`src/rtl/axi_rt_pkg.sv`:
```
// Shared definitions for the RT-unit configuration sequencer.
//   rt_cfg_state_e : commit sequencer state encoding (2-bit)
//   cfg_entry_t    : one budget/period pair at the default counter widths
//   idx_width()    : index width for a count of items; never below 1 bit
package axi_rt_pkg;

  typedef enum logic [1:0] {
    CfgIdle    = 2'd0,
    CfgIsolate = 2'd1,
    CfgApply   = 2'd2,
    CfgRelease = 2'd3
  } rt_cfg_state_e;

  localparam int unsigned DefaultBudgetWidth = 32;
  localparam int unsigned DefaultPeriodWidth = 32;

  // Reference layout. Modules with non-default widths declare a local entry
  // struct with the same field order.
  typedef struct packed {
    logic [DefaultBudgetWidth-1:0] budget;
    logic [DefaultPeriodWidth-1:0] period;
  } cfg_entry_t;

  function automatic int unsigned idx_width(input int unsigned num);
    return (num > 32'd1) ? unsigned'($clog2(num)) : 32'd1;
  endfunction

endpackage

```
`src/rtl/axi_rt_cfg_shadow.sv`:
```
// Shadow and active budget/period register sets for the RT unit.
// Ports:
//   clk_i, rst_ni          clock, synchronous active-low reset
//   wr_en_i                write one shadow entry this cycle
//   wr_write_i             direction select: 1 write-direction, 0 read-direction
//   wr_region_i            target region; values >= NumAddrRegions are dropped
//   wr_budget_i/period_i   new shadow values
//   copy_i                 bulk copy of every shadow entry into the active set
//   w_/r_budget_o, w_/r_period_o  active values per region
module axi_rt_cfg_shadow
  import axi_rt_pkg::*;
#(
  parameter int unsigned NumAddrRegions = 2,
  parameter int unsigned BudgetWidth    = 32,
  parameter int unsigned PeriodWidth    = 32,
  localparam int unsigned RegionIdxWidth = idx_width(NumAddrRegions)
) (
  input  logic                                      clk_i,
  input  logic                                      rst_ni,
  input  logic                                      wr_en_i,
  input  logic                                      wr_write_i,
  input  logic [RegionIdxWidth-1:0]                 wr_region_i,
  input  logic [BudgetWidth-1:0]                    wr_budget_i,
  input  logic [PeriodWidth-1:0]                    wr_period_i,
  input  logic                                      copy_i,
  output logic [NumAddrRegions-1:0][BudgetWidth-1:0] w_budget_o,
  output logic [NumAddrRegions-1:0][BudgetWidth-1:0] r_budget_o,
  output logic [NumAddrRegions-1:0][PeriodWidth-1:0] w_period_o,
  output logic [NumAddrRegions-1:0][PeriodWidth-1:0] r_period_o
);

  typedef struct packed {
    logic [BudgetWidth-1:0] budget;
    logic [PeriodWidth-1:0] period;
  } entry_t;

  // First index: direction (0 read, 1 write); second: region.
  entry_t shadow_q [2][NumAddrRegions];
  entry_t active_q [2][NumAddrRegions];

  always_ff @(posedge clk_i) begin
    if (!rst_ni) begin
      for (int unsigned d = 0; d < 2; d++) begin
        for (int unsigned r = 0; r < NumAddrRegions; r++) begin
          shadow_q[d][r] <= '0;
          active_q[d][r] <= '0;
        end
      end
    end else begin
      // Matching by comparison lets out-of-range regions fall through untouched.
      for (int unsigned d = 0; d < 2; d++) begin
        for (int unsigned r = 0; r < NumAddrRegions; r++) begin
          if (wr_en_i && (wr_write_i == 1'(d)) &&
              (wr_region_i == RegionIdxWidth'(r))) begin
            shadow_q[d][r] <= '{budget: wr_budget_i, period: wr_period_i};
          end
        end
      end
      if (copy_i) begin
        active_q <= shadow_q;
      end
    end
  end

  always_comb begin
    w_budget_o = '0;
    r_budget_o = '0;
    w_period_o = '0;
    r_period_o = '0;
    for (int unsigned r = 0; r < NumAddrRegions; r++) begin
      w_budget_o[r] = active_q[1][r].budget;
      w_period_o[r] = active_q[1][r].period;
      r_budget_o[r] = active_q[0][r].budget;
      r_period_o[r] = active_q[0][r].period;
    end
  end

endmodule

```
`src/rtl/axi_rt_cfg_sequencer.sv`:
```
// Atomic reconfiguration sequencer for the RT unit's per-region budgets and
// periods. Software fills shadow registers; a commit isolates upstream,
// copies shadow to active, pulses a period abort, then releases isolation.
// Ports:
//   clk_i, rst_ni            clock, synchronous active-low reset
//   cfg_valid_i/cfg_ready_o  shadow write handshake (ready only in IDLE)
//   cfg_region_i, cfg_write_i, cfg_budget_i, cfg_period_i  shadow write data
//   commit_i                 start a commit (sampled in IDLE only)
//   timeout_i                isolation timeout in cycles, 0 disables it
//   busy_o, done_o, error_o  sequence status; error_o is sticky per commit
//   isolate_o/isolated_i     upstream isolation request / acknowledge
//   imtu_abort_o             one-cycle period abort while applying
//   w_/r_budget_o, w_/r_period_o  active configuration per region
module axi_rt_cfg_sequencer
  import axi_rt_pkg::*;
#(
  parameter int unsigned NumAddrRegions = 2,
  parameter int unsigned PeriodWidth    = 32,
  parameter int unsigned BudgetWidth    = 32,
  parameter int unsigned TimeoutWidth   = 16,
  localparam int unsigned RegionIdxWidth = idx_width(NumAddrRegions)
) (
  input  logic                                      clk_i,
  input  logic                                      rst_ni,
  input  logic                                      cfg_valid_i,
  output logic                                      cfg_ready_o,
  input  logic [RegionIdxWidth-1:0]                 cfg_region_i,
  input  logic                                      cfg_write_i,
  input  logic [BudgetWidth-1:0]                    cfg_budget_i,
  input  logic [PeriodWidth-1:0]                    cfg_period_i,
  input  logic                                      commit_i,
  input  logic [TimeoutWidth-1:0]                   timeout_i,
  output logic                                      busy_o,
  output logic                                      done_o,
  output logic                                      error_o,
  output logic                                      isolate_o,
  input  logic                                      isolated_i,
  output logic                                      imtu_abort_o,
  output logic [NumAddrRegions-1:0][BudgetWidth-1:0] w_budget_o,
  output logic [NumAddrRegions-1:0][BudgetWidth-1:0] r_budget_o,
  output logic [NumAddrRegions-1:0][PeriodWidth-1:0] w_period_o,
  output logic [NumAddrRegions-1:0][PeriodWidth-1:0] r_period_o
);

  rt_cfg_state_e           state_q;
  logic [TimeoutWidth-1:0] tmo_cnt_q;
  logic                    error_q;

  // A zero counter in ISOLATE means the commit was issued with timeout 0;
  // an enabled counter never sits at zero there because it exits on 1.
  always_ff @(posedge clk_i) begin
    if (!rst_ni) begin
      state_q   <= CfgIdle;
      tmo_cnt_q <= '0;
      error_q   <= 1'b0;
    end else begin
      unique case (state_q)
        CfgIdle: begin
          if (commit_i) begin
            state_q   <= CfgIsolate;
            error_q   <= 1'b0;
            tmo_cnt_q <= timeout_i;
          end
        end
        CfgIsolate: begin
          if (isolated_i) begin
            state_q <= CfgApply;
          end else if (tmo_cnt_q != '0) begin
            tmo_cnt_q <= tmo_cnt_q - TimeoutWidth'(1);
            if (tmo_cnt_q == TimeoutWidth'(1)) begin
              error_q <= 1'b1;
              state_q <= CfgRelease;
            end
          end
        end
        CfgApply: begin
          state_q <= CfgRelease;
        end
        CfgRelease: begin
          if (!isolated_i) begin
            state_q <= CfgIdle;
          end
        end
        default: state_q <= CfgIdle;
      endcase
    end
  end

  assign cfg_ready_o  = (state_q == CfgIdle);
  assign busy_o       = (state_q != CfgIdle);
  assign isolate_o    = (state_q == CfgIsolate) || (state_q == CfgApply);
  assign imtu_abort_o = (state_q == CfgApply);
  assign done_o       = (state_q == CfgRelease) && !isolated_i;
  assign error_o      = error_q;

  axi_rt_cfg_shadow #(
    .NumAddrRegions (NumAddrRegions),
    .BudgetWidth    (BudgetWidth),
    .PeriodWidth    (PeriodWidth)
  ) u_shadow (
    .clk_i       (clk_i),
    .rst_ni      (rst_ni),
    .wr_en_i     (cfg_valid_i && cfg_ready_o),
    .wr_write_i  (cfg_write_i),
    .wr_region_i (cfg_region_i),
    .wr_budget_i (cfg_budget_i),
    .wr_period_i (cfg_period_i),
    .copy_i      (state_q == CfgApply),
    .w_budget_o  (w_budget_o),
    .r_budget_o  (r_budget_o),
    .w_period_o  (w_period_o),
    .r_period_o  (r_period_o)
  );

endmodule

```
`config.mk`:
```
export PLATFORM = sky130hd
export DESIGN_NAME = axi_rt_cfg_sequencer
export DESIGN_NICKNAME = d
export VERILOG_FILES = /design/src/rtl/axi_rt_pkg.sv /design/src/rtl/axi_rt_cfg_shadow.sv /design/src/rtl/axi_rt_cfg_sequencer.sv
export SDC_FILE = /design/constraint.sdc
export NUM_CORES = 1
export LEC_CHECK = 0
export CAP_MARGIN = 20
export CORE_ASPECT_RATIO = 0.7
export CORE_MARGIN = 2
export CORE_UTILIZATION = 23
export CTS_CLUSTER_SIZE = 10
export DETAILED_ROUTE_END_ITERATION = 6
export SLEW_MARGIN = 10
export SYNTH_ARGS = -nofsm -noshare
export SYNTH_HDL_FRONTEND = slang
export SYNTH_SLANG_ARGS = --single-unit
export TNS_END_PERCENT = 1
```
`constraint.sdc`:
```
create_clock -name clk_i -period 2 [get_ports clk_i]
set_input_delay 0.6 -clock clk_i [delete_from_list [all_inputs] [get_ports clk_i]]
set_output_delay 0.6 -clock clk_i [all_outputs]
set_load 0.005 [all_outputs]
```
## Yosys cells after proc, flatten, opt, wreduce, memory -nomap -nowiden

Index checks and enable logic that the tools add are counted.

- $add $sub $neg: 1
- Multipliers: 0
- Divide/modulo/power cells: 0
- $lt $le $gt $ge: 0
- Eq/ne operators: 11
- Shift-type cells: 0
- Multiplexer cells: 15
- Bitwise operators: 2
- Reduce and logical (&&, ||, !) cells: 17

Operator list:

| cell | number |
|---|---|
| 2-to-1 mux 16 bit | 3 |
| case mux 16 bit (2 select lines) | 1 |
| equality test 16 x 1 -> 1 bit, second input constant | 1 |
| nonzero test 16 bit | 1 |
| subtractor 16 x 1 -> 16 bit, second input constant | 1 |
| 2-to-1 mux 2 bit | 5 |
| logical AND 1 bit | 8 |
| != test 2 bit, second input constant | 4 |
| case mux 2 bit (4 select lines) | 1 |
| AND reduction 4 bit | 2 |
| != test 3 bit, second input constant | 2 |
| AND reduction 5 bit | 1 |
| equality test 2 bit, second input constant | 2 |
| 2-to-1 mux 1 bit | 4 |
| nonzero test 2 bit | 2 |
| equality test 2 x 1 -> 1 bit, second input constant | 1 |
| zero test 2 bit | 1 |
| != test 2 x 1 -> 1 bit, second input constant | 1 |
| inverter 1 bit | 2 |
| case mux 1 bit (2 select lines) | 1 |
| zero test 1 bit | 1 |
| logical OR 1 bit | 1 |

- Bits in registers: 531
- Latch bits: 0
- Bits in writable memories: 0
- Memory bits (read-only): 0
- Input bits: 87
- Word-level logic and storage cells: 65
- Memories: 0

## Logic depth before layout (Yosys ltp)

Gate-level depths: netlist of the first run.

- Depth after elaboration: 5
- Gate-level depth with buffers: 10

## By module

A second synthesis of the first run with hierarchy kept.

- Cell total of the unflattened synthesis: 1890
- Area, all modules: 20528.4 µm²

By module, submodules not included:

| module | times used | cells each | area an instance (µm²) | seq. area each (µm²) |
|---|---|---|---|---|
| axi_rt_cfg_shadow | 1 | 1725 | 19200.9 | 10249.8 |
| axi_rt_cfg_sequencer | 1 | 165 | 1327.5 | 380.4 |

## Least setup slack after synthesis of the first run

Ideal clock, no wire load.

- Path kind: reg2reg
- Start point: register tmo_cnt_q[1]
- End point: register tmo_cnt_q[14]
- Arrival time: 2.061 ns
- Required time: 1.885 ns
- Setup slack: -0.176 ns
- Stages on the path, launching flop included: 9
- Clock period less this slack: 2.176 ns
- Path through: dfxtp_1 -> inv_1 -> ha_1 -> or4b_1 -> buf_2 -> or4_1 -> o21ai_0 -> a21boi_1 -> o21a_1

- Cells in the longest elaborated chain, start to end: 4
- Elaborated cells on any way between the ends: 7
- Classes of those cells: add/sub: 1; eq/ne: 1; mux: 3; reduce/logical: 2

RTL lines:

| item | line | text |
|---|---|---|
| from (decl) | axi_rt_cfg_sequencer.sv:46 | `logic [TimeoutWidth-1:0] tmo_cnt_q;` |
| from (signal assigned) | axi_rt_cfg_sequencer.sv:62 | `tmo_cnt_q <= timeout_i;` |
| from (signal assigned) | axi_rt_cfg_sequencer.sv:69 | `tmo_cnt_q <= tmo_cnt_q - TimeoutWidth'(1);` |
| subtractor 16 x 1 -> 16 bit | axi_rt_cfg_sequencer.sv:69 |  |
| 2-to-1 mux 16 bit | axi_rt_cfg_sequencer.sv:68 | `end else if (tmo_cnt_q != '0) begin` |
| 2-to-1 mux 16 bit | axi_rt_cfg_sequencer.sv:66 | `if (isolated_i) begin` |
| case mux 16 bit (2 select lines) | axi_rt_cfg_sequencer.sv:57 | `unique case (state_q)` |

Several ways; a longest one is shown, not always the timed one. The select of a mux whose other input is x is not followed.
A chain may end at the register's enable or synchronous reset.

## Worst setup path after layout of the first run

Ends and elaborated chain as after synthesis.

==> results of run 1 <==
## through the flow
step           utilization (%)  setup WS [ns]  total power (uW)  setup TNS (ns)
2_1_floorplan                -        -0.0837             14900          -0.567
3_3_place_gp              30.6         -0.314             17600          -29.04
3_5_place_dp              30.6         -0.304             17600          -32.72
4_1_cts                   32.7         -0.128             28800          -0.844
5_1_grt                   32.9         -0.124             30000          -0.871
6_report                  32.9        -0.0541             28600          -0.103
## cells in the mapped netlist, types with 4 or more instances
cell type                  number  share of area [%]
sky130_fd_sc_hd__nand2_1      529                 11
sky130_fd_sc_hd__dfxtp_1      531                 56
sky130_fd_sc_hd__ha_1           6               0.40
sky130_fd_sc_hd__a21oi_1      265                7.0
sky130_fd_sc_hd__nor2_1       275                5.5
sky130_fd_sc_hd__mux2i_1      259                 14
sky130_fd_sc_hd__nor2b_1        6               0.20
sky130_fd_sc_hd__and2_1         4               0.13
sky130_fd_sc_hd__a22oi_1        4               0.16
sky130_fd_sc_hd__a31oi_1        7               0.23
sky130_fd_sc_hd__nor3_1         8               0.21
sky130_fd_sc_hd__nand4_1        7               0.23
sky130_fd_sc_hd__buf_1         10               0.20
sky130_fd_sc_hd__inv_1          8               0.16
sky130_fd_sc_hd__o211a_1        4               0.21
sky130_fd_sc_hd__o21ai_0        8               0.21
sky130_fd_sc_hd__clkbuf_1     137                2.7
## layer usage
layer  part of all wire (%)  up-vias  GRT usage [%]
met1                     48     7494           19.9
met4                    1.5        2           3.21
met2                     44      404           21.1
li1                       -     7771              -
met5                  0.021        -              0
met3                    7.0       67           3.88
## power groups by stage
stage | clock network, uW | logic [uW] | registers, uW
global placement | 0 | 5800 | 11800
CTS | 11300 | 5910 | 11600
floorplan | 0 | 3150 | 11800
detailed placement | 0 | 5840 | 11800
global route | 11700 | 6630 | 11700
finish | 10900 | 6100 | 11600
## sequential cells by signal, summed over array words and instances, names as in the netlist
name                 count
u_shadow.shadow_q      256
tmo_cnt_q               16
u_shadow.w_period_o     64
u_shadow.r_period_o     64
error_o                  1
u_shadow.w_budget_o     64
state_q                  2
u_shadow.r_budget_o     64
## worst min-delay path by stage
| stage | from | to | slack, ns | depth (start not counted) |
|---|---|---|---|---|
| global placement | u_shadow.shadow_q[76] | u_shadow.shadow_q[76] | 0.44 | 2 |
| floorplan | u_shadow.shadow_q[0] | u_shadow.shadow_q[0] | 0.44 | 2 |
| detailed placement | u_shadow.shadow_q[6] | u_shadow.shadow_q[6] | 0.45 | 2 |
| finish | u_shadow.shadow_q[131] | u_shadow.shadow_q[131] | 0.45 | 2 |
| global route | u_shadow.shadow_q[10] | u_shadow.shadow_q[10] | 0.47 | 2 |
| CTS | u_shadow.shadow_q[6] | u_shadow.shadow_q[6] | 0.45 | 2 |
## logic make-up after synthesis
group | Yosys count | share of synthesized area (%)
AOI/OAI and AO/OA | 310 | 8.79
xor gates and xnor gates | 2 | 0.0926
adders and majority gates | 6 | 0.397
buffers and inverters | 158 | 3.17
DFF | 531 | 56.2
muxes | 259 | 13.7
and+or+nand+nor | 850 | 17.6
## what timing repair did
action / CTS / global route
setup endpoints to repair: 353 / 62
gates resized for setup: 365 / 28
setup buffers: 3 / 2
pin swaps: 7 / 8
## layout make-up
type | instances | area (sq um) | share of cell area (%)
sequential | 531 | 10700 | 40.3
multi-input combinational | 1427 | 7880 | 29.6
timing repair buffer | 485 | 4740 | 17.8
clock buffer | 72 | 1690 | 6.36
tap | 1068 | 1340 | 5.02
clock inverter | 15 | 216 | 0.813
inverter | 8 | 37.5 | 0.141
## worst max-delay path, cell delays in order (launching register included)
cell	delay (ns)
sky130_fd_sc_hd__dfxtp_2	0.32
sky130_fd_sc_hd__inv_2	0.07
sky130_fd_sc_hd__ha_4	0.13
sky130_fd_sc_hd__or4b_4	0.48
sky130_fd_sc_hd__buf_6	0.15
sky130_fd_sc_hd__or4_4	0.43
sky130_fd_sc_hd__o21ai_2	0.14
sky130_fd_sc_hd__a21boi_1	0.07
sky130_fd_sc_hd__o21a_1	0.16
==> metrics.txt, run 1 <==
# TYPE chip_impl_metric gauge
chip_impl_metric{name="die-width",unit="um"} 347
chip_impl_metric{name="timing.reg2reg.setup_slack",unit="ns"} -0.05
chip_impl_metric{name="clock_insertion_delay_worst_skew",unit="ns"} 0.60
chip_impl_metric{name="netSwitchingPower",unit="uW"} 8240
chip_impl_metric{name="reg2regPathDepth",unit=""} 8
chip_impl_metric{name="floorplan.io_pins",unit=""} 349
chip_impl_info{name="final_cell_mix",value="sky130_fd_sc_hd__nand2_1 (527), sky130_fd_sc_hd__dfxtp_1 (461), sky130_fd_sc_hd__nor2_1 (269)"} 1
chip_impl_metric{name="antenna_cells_inserted",unit=""} 0
chip_impl_metric{name="final_cell_count_no_fill",unit=""} 3606
chip_impl_info{name="outcome",value="finished with violations"} 1
chip_impl_metric{name="internal-power",unit="uW"} 20400
chip_impl_metric{name="pwr-share-seq",unit="%"} 40.5
chip_impl_metric{name="layout.nets",unit=""} 2612
chip_impl_metric{name="final_worst_path_period_need",unit="ns"} 2.05
chip_impl_metric{name="maxCapViolations",unit=""} 0
chip_impl_metric{name="synth_area",unit="sq mm"} 0.0189
chip_impl_metric{name="drt_iter0_drc",unit=""} 1045
chip_impl_metric{name="areaGrowthSynthToFinish",unit="%"} 40.8
chip_impl_info{name="root_buffer",value="sky130_fd_sc_hd__clkbuf_16"} 1
chip_impl_metric{name="synth_warnings",unit=""} 0
chip_impl_metric{name="holdBufCountCts",unit=""} 0
chip_impl_info{name="layout.cells.most_common",value="sky130_fd_sc_hd__nand2_1"} 1
chip_impl_metric{name="drc",unit=""} 0
chip_impl_metric{name="ctsLongestPathBuffers",unit=""} 3
chip_impl_metric{name="synth_area_per_inst",unit="sq um"} 8.94
chip_impl_metric{name="route.final.wire_length",unit="um"} 60600
chip_impl_metric{name="fmax",unit="MHz"} 487
chip_impl_metric{name="clock_power_share",unit="%"} 38.1
chip_impl_metric{name="syn-instance-count",unit=""} 2116
chip_impl_metric{name="timing.final.setup_violations",unit=""} 3
chip_impl_metric{name="slew_viol_final",unit=""} 0
chip_impl_metric{name="drt.antenna.violating_nets",unit=""} 0
chip_impl_metric{name="vdd_ir_drop_max",unit="mV"} 0.475
chip_impl_metric{name="clock_skew",unit="ns"} 0.0171
chip_impl_metric{name="worst_slew_margin_rel",unit="%"} 69.9
chip_impl_metric{name="cts.sinks",unit=""} 531
chip_impl_metric{name="grt-ovfl-total",unit=""} 0
chip_impl_metric{name="avgViaCountPerCell",unit=""} 4.36
chip_impl_info{name="worst_setup_path_end_kind",value="flip-flop"} 1
chip_impl_metric{name="gpl.final_weighted_congestion",unit=""} 0.827
chip_impl_metric{name="grt_max_degree",unit=""} 56
chip_impl_metric{name="grt.total_usage",unit="%"} 14.1
chip_impl_metric{name="stdcell_area",unit="sq mm"} 0.0266
chip_impl_metric{name="timing.critical_path.fanout_max",unit=""} 4
chip_impl_metric{name="final_routed_wire_length_divided_by_cell_count",unit="um"} 16.8
chip_impl_metric{name="synth_enable_flop_cells",unit=""} 0
chip_impl_metric{name="final-hold-violation-count",unit=""} 0
chip_impl_metric{name="cts_made_buffers",unit=""} 66
chip_impl_metric{name="synth_seq_cells",unit=""} 531
chip_impl_metric{name="placed_cells_incl_taps",unit=""} 3514
chip_impl_metric{name="static-leakage-power",unit="uW"} 0.0105
chip_impl_metric{name="path_clk_slew",unit="ns"} 0.05
chip_impl_info{name="critical_path.reg2reg.startpoint",value="tmo_cnt_q[1]"} 1
chip_impl_metric{name="die_area",unit="sq mm"} 0.0846
chip_impl_metric{name="timing_worst_slew_pin_value",unit="ns"} 0.452
chip_impl_metric{name="core",unit="sq mm"} 0.0810
chip_impl_info{name="r2r-end",value="tmo_cnt_q[14]"} 1
chip_impl_metric{name="power-per-cell-area",unit="mW/mm^2"} 1070
chip_impl_info{name="violated_checks",value="negative setup slack"} 1
chip_impl_metric{name="arrival",unit="ns"} 2.55
chip_impl_metric{name="grt_pass1_wl",unit="um"} 92200
chip_impl_metric{name="hpwlAfterDp",unit="um"} 41300
chip_impl_info{name="holdCritPathClass",value="reg2reg"} 1
chip_impl_metric{name="layout_worst_path_cycle_share",unit="%"} 103
chip_impl_metric{name="antenna_found_initial",unit=""} 1
chip_impl_metric{name="first_pass_iters",unit=""} 5
chip_impl_metric{name="timing.critical_path.required",unit="ns"} 2.49
chip_impl_info{name="rsz0062_at_grt",value="yes"} 1
chip_impl_metric{name="fillCellCount",unit=""} 8508
chip_impl_metric{name="cts.htree.levels",unit=""} 3
chip_impl_metric{name="share_comb_of_total_power",unit="%"} 21.3
chip_impl_metric{name="synth_cell_types",unit=""} 51
chip_impl_metric{name="grt_pass1_vias",unit=""} 15000
chip_impl_info{name="worstSetupStartpointType",value="flip-flop"} 1
chip_impl_metric{name="die_height",unit="um"} 244
chip_impl_metric{name="synth_seq_area_share",unit="%"} 56.2
chip_impl_info{name="setup.worst_path.start",value="tmo_cnt_q[1]"} 1
chip_impl_metric{name="mappedNetlistNets",unit=""} 2209
chip_impl_metric{name="fin_hold_ws",unit="ns"} 0.452
chip_impl_metric{name="synth_async_sr_flop_share",unit="%"} 0
chip_impl_info{name="timing.setup.critical_path_class",value="reg2reg"} 1
chip_impl_info{name="critical_path.endpoint",value="tmo_cnt_q[14]"} 1
chip_impl_metric{name="power.share.switching",unit="%"} 28.8
chip_impl_metric{name="place_area",unit="sq mm"} 0.0248
chip_impl_metric{name="post_route_cells_drive_above_1_share",unit="%"} 13.4
chip_impl_info{name="cts_tree",value="built"} 1
chip_impl_metric{name="start_util",unit="%"} 23.4
chip_impl_metric{name="rows",unit=""} 87
chip_impl_metric{name="final_critical_path_setup_slack",unit="ns"} -0.0541
chip_impl_metric{name="via_count",unit=""} 15700
chip_impl_info{name="synthFlopType",value="sky130_fd_sc_hd__dfxtp_1"} 1
chip_impl_metric{name="io_buffer_count",unit=""} 348
(Power assumes the default switching activity.)
==> run 2, diff against run 1 <==
- CTS_CLUSTER_DIAMETER: not set -> 30
==> run 2 against run 1 <==
The flow still finishes with violations (negative setup slack). Power up 26%. Non-clock buffer count unchanged. Count of clock-buffer cells in the layout up 50. Wire length up 1.6%. Sequential share of layout area down 2.5 points. Setup slack worse by 0.029 ns. Fmax down 1.4%. Die area unchanged. Critical path depth down 4. Critical path type is now reg2out.
==> metrics.txt, run 2 (same netlist as run 1, synthesis figures left out) <==
# TYPE chip_impl_metric gauge
chip_impl_metric{name="worst_slew_margin_rel",unit="%"} 69.9
chip_impl_metric{name="grt_pass1_vias",unit=""} 15400
chip_impl_metric{name="pwr-share-seq",unit="%"} 32.3
chip_impl_metric{name="via_count",unit=""} 16100
chip_impl_metric{name="fillCellCount",unit=""} 8375
chip_impl_info{name="violated_checks",value="negative setup slack"} 1
chip_impl_metric{name="timing.critical_path.required",unit="ns"} 1.40
chip_impl_metric{name="floorplan.io_pins",unit=""} 349
chip_impl_info{name="outcome",value="finished with violations"} 1
chip_impl_metric{name="vdd_ir_drop_max",unit="mV"} 0.740
chip_impl_metric{name="static-leakage-power",unit="uW"} 0.0114
chip_impl_metric{name="grt-ovfl-total",unit=""} 0
chip_impl_metric{name="timing.critical_path.fanout_max",unit=""} 3
chip_impl_metric{name="layout.nets",unit=""} 2646
chip_impl_metric{name="clock_insertion_delay_worst_skew",unit="ns"} 0.63
chip_impl_metric{name="maxCapViolations",unit=""} 0
chip_impl_metric{name="start_util",unit="%"} 23.4
chip_impl_info{name="worstSetupStartpointType",value="flip-flop"} 1
chip_impl_info{name="worst_setup_path_end_kind",value="output port"} 1
chip_impl_metric{name="netSwitchingPower",unit="uW"} 9760
chip_impl_metric{name="clock_skew",unit="ns"} 0.0323
chip_impl_metric{name="timing.final.setup_violations",unit=""} 5
chip_impl_metric{name="gpl.final_weighted_congestion",unit=""} 0.827
chip_impl_metric{name="post-place-ws",unit="ns"} -0.304
chip_impl_metric{name="drc",unit=""} 0
chip_impl_metric{name="final_worst_path_period_need",unit="ns"} 2.08
chip_impl_info{name="timing.setup.critical_path_class",value="reg2out"} 1
chip_impl_metric{name="layout_worst_path_cycle_share",unit="%"} 104
chip_impl_metric{name="holdBufCountCts",unit=""} 0
chip_impl_metric{name="final-hold-violation-count",unit=""} 0
chip_impl_info{name="rsz0062_at_grt",value="yes"} 1
chip_impl_info{name="crit_chain",value="buf_6, ha_4, nor2b_4, buf_2"} 1
chip_impl_metric{name="fmax",unit="MHz"} 480
chip_impl_metric{name="largest_register_ffs",unit=""} 256
chip_impl_metric{name="fin_hold_ws",unit="ns"} 0.450
chip_impl_metric{name="clock_power_share",unit="%"} 50.8
chip_impl_metric{name="cts.sinks",unit=""} 531
chip_impl_metric{name="cts_made_buffers",unit=""} 100
chip_impl_metric{name="final_critical_path_setup_slack",unit="ns"} -0.0835
chip_impl_info{name="holdCritPathClass",value="reg2reg"} 1
chip_impl_info{name="root_buffer",value="sky130_fd_sc_hd__clkbuf_16"} 1
chip_impl_metric{name="hold_path_depth",unit=""} 2
chip_impl_metric{name="drt_iter0_drc",unit=""} 943
chip_impl_metric{name="avgViaCountPerCell",unit=""} 4.34
chip_impl_metric{name="power.share.switching",unit="%"} 27.2
chip_impl_metric{name="core",unit="sq mm"} 0.0810
chip_impl_metric{name="final_routed_wire_length_divided_by_cell_count",unit="um"} 16.6
chip_impl_metric{name="drt.antenna.violating_nets",unit=""} 0
chip_impl_metric{name="path_clk_slew",unit="ns"} 0.05
chip_impl_metric{name="rows",unit=""} 87
chip_impl_metric{name="post_route_cells_drive_above_1_share",unit="%"} 16.5
chip_impl_metric{name="final_cell_count_no_fill",unit=""} 3708
chip_impl_metric{name="share_comb_of_total_power",unit="%"} 16.9
chip_impl_metric{name="route.final.wire_length",unit="um"} 61600
chip_impl_metric{name="grt_pass1_wl",unit="um"} 93600
chip_impl_metric{name="sum_of_internal_switching_and_leakage_power",unit="uW"} 36000
chip_impl_metric{name="die_height",unit="um"} 244
chip_impl_metric{name="hpwlAfterDp",unit="um"} 41300
chip_impl_metric{name="areaGrowthSynthToFinish",unit="%"} 50.2
chip_impl_metric{name="internal-power",unit="uW"} 26200
chip_impl_metric{name="placed_cells_incl_taps",unit=""} 3514
chip_impl_metric{name="critical-path-max-stage-delay",unit="ns"} 0.32
chip_impl_metric{name="slew_viol_final",unit=""} 0
chip_impl_info{name="top_register",value="u_shadow.shadow_q"} 1
chip_impl_info{name="cts_tree",value="built"} 1
chip_impl_metric{name="arrival",unit="ns"} 1.48
chip_impl_metric{name="reg2regPathDepth",unit=""} 8
chip_impl_metric{name="ctsLongestPathBuffers",unit=""} 3
chip_impl_metric{name="first_pass_iters",unit=""} 6
chip_impl_metric{name="power-per-cell-area",unit="mW/mm^2"} 1270
chip_impl_info{name="cpMaxStageDelayCell",value="sky130_fd_sc_hd__dfxtp_2"} 1
chip_impl_metric{name="die_area",unit="sq mm"} 0.0846
chip_impl_metric{name="cts.htree.levels",unit=""} 3
chip_impl_metric{name="grt.total_usage",unit="%"} 14.2
chip_impl_info{name="final_cell_mix",value="sky130_fd_sc_hd__nand2_1 (527), sky130_fd_sc_hd__dfxtp_1 (465), sky130_fd_sc_hd__nor2_1 (269)"} 1
chip_impl_metric{name="timing_worst_slew_pin_value",unit="ns"} 0.452
chip_impl_metric{name="die-width",unit="um"} 347
chip_impl_metric{name="io_buffer_count",unit=""} 348
chip_impl_info{name="layout.cells.most_common",value="sky130_fd_sc_hd__nand2_1"} 1
chip_impl_metric{name="antenna_found_initial",unit=""} 1
chip_impl_metric{name="grt_max_degree",unit=""} 56
run 2: critical path, delay by kind of cell (launching register included):
family	cells	cell delay, ns
buffers and inverters	2	0.24
and+or+nand+nor	1	0.12
DFF	1	0.32
adders and majority gates	1	0.16
run 2: final cells by class:
cell class	instances	area, sq um	area share [%]
antenna	1	2.50	0.00881
multi-input combinational	1427	7860	27.7
clock buffer	122	2730	9.59
tap	1068	1340	4.70
timing repair buffer	485	4720	16.6
sequential	531	10700	37.7
clock inverter	66	1010	3.55
inverter	8	37.5	0.132
run 2: path summary, 6_finish.rpt:
kind | to | startpoint | slack, ns
worst max register to register | tmo_cnt_q[14] | tmo_cnt_q[1] | -0.06
worst max-delay path | done_o | state_q[0] | -0.08
worst min register to register | u_shadow.shadow_q[109] | u_shadow.shadow_q[109] | 0.45
worst min-delay path | u_shadow.shadow_q[109] | u_shadow.shadow_q[109] | 0.45
run 2: power by group through the flow:
stage | Clock (uW) | Sequential (uW) | Combinational, uW
after detailed placement | 0 | 11800 | 5840
after global routing | 19200 | 11700 | 6590
after global placement | 0 | 11800 | 5800
final | 18300 | 11600 | 6060
after CTS | 18600 | 11600 | 5980
after floorplan | 0 | 11800 | 3150
run 2: per-layer routing:
| layer | track usage [%] | share of wire, % | vias up |
|---|---|---|---|
| li1 | - | - | 7919 |
| met2 | 21.1 | 43 | 424 |
| met5 | 0 | 0.021 | - |
| met3 | 4.05 | 6.6 | 95 |
| met1 | 20.0 | 48 | 7663 |
| met4 | 3.87 | 1.8 | 2 |
run 2: through the flow:
stage                     area [sq um]  util (%)  setup TNS, ns
after floorplan                  18900         -         -0.567
after global placement           24800      30.6         -29.04
after detailed placement         24800      30.6         -32.72
after CTS                        28400      35.0         -0.537
after global routing             28400      35.1          -1.30
final                            28400      35.1         -0.176
run 2: repair_timing:
action,CTS,global route
gates resized for setup,373,27
setup endpoints to repair,328,64
buffers inserted,3,2
pin swaps,5,7
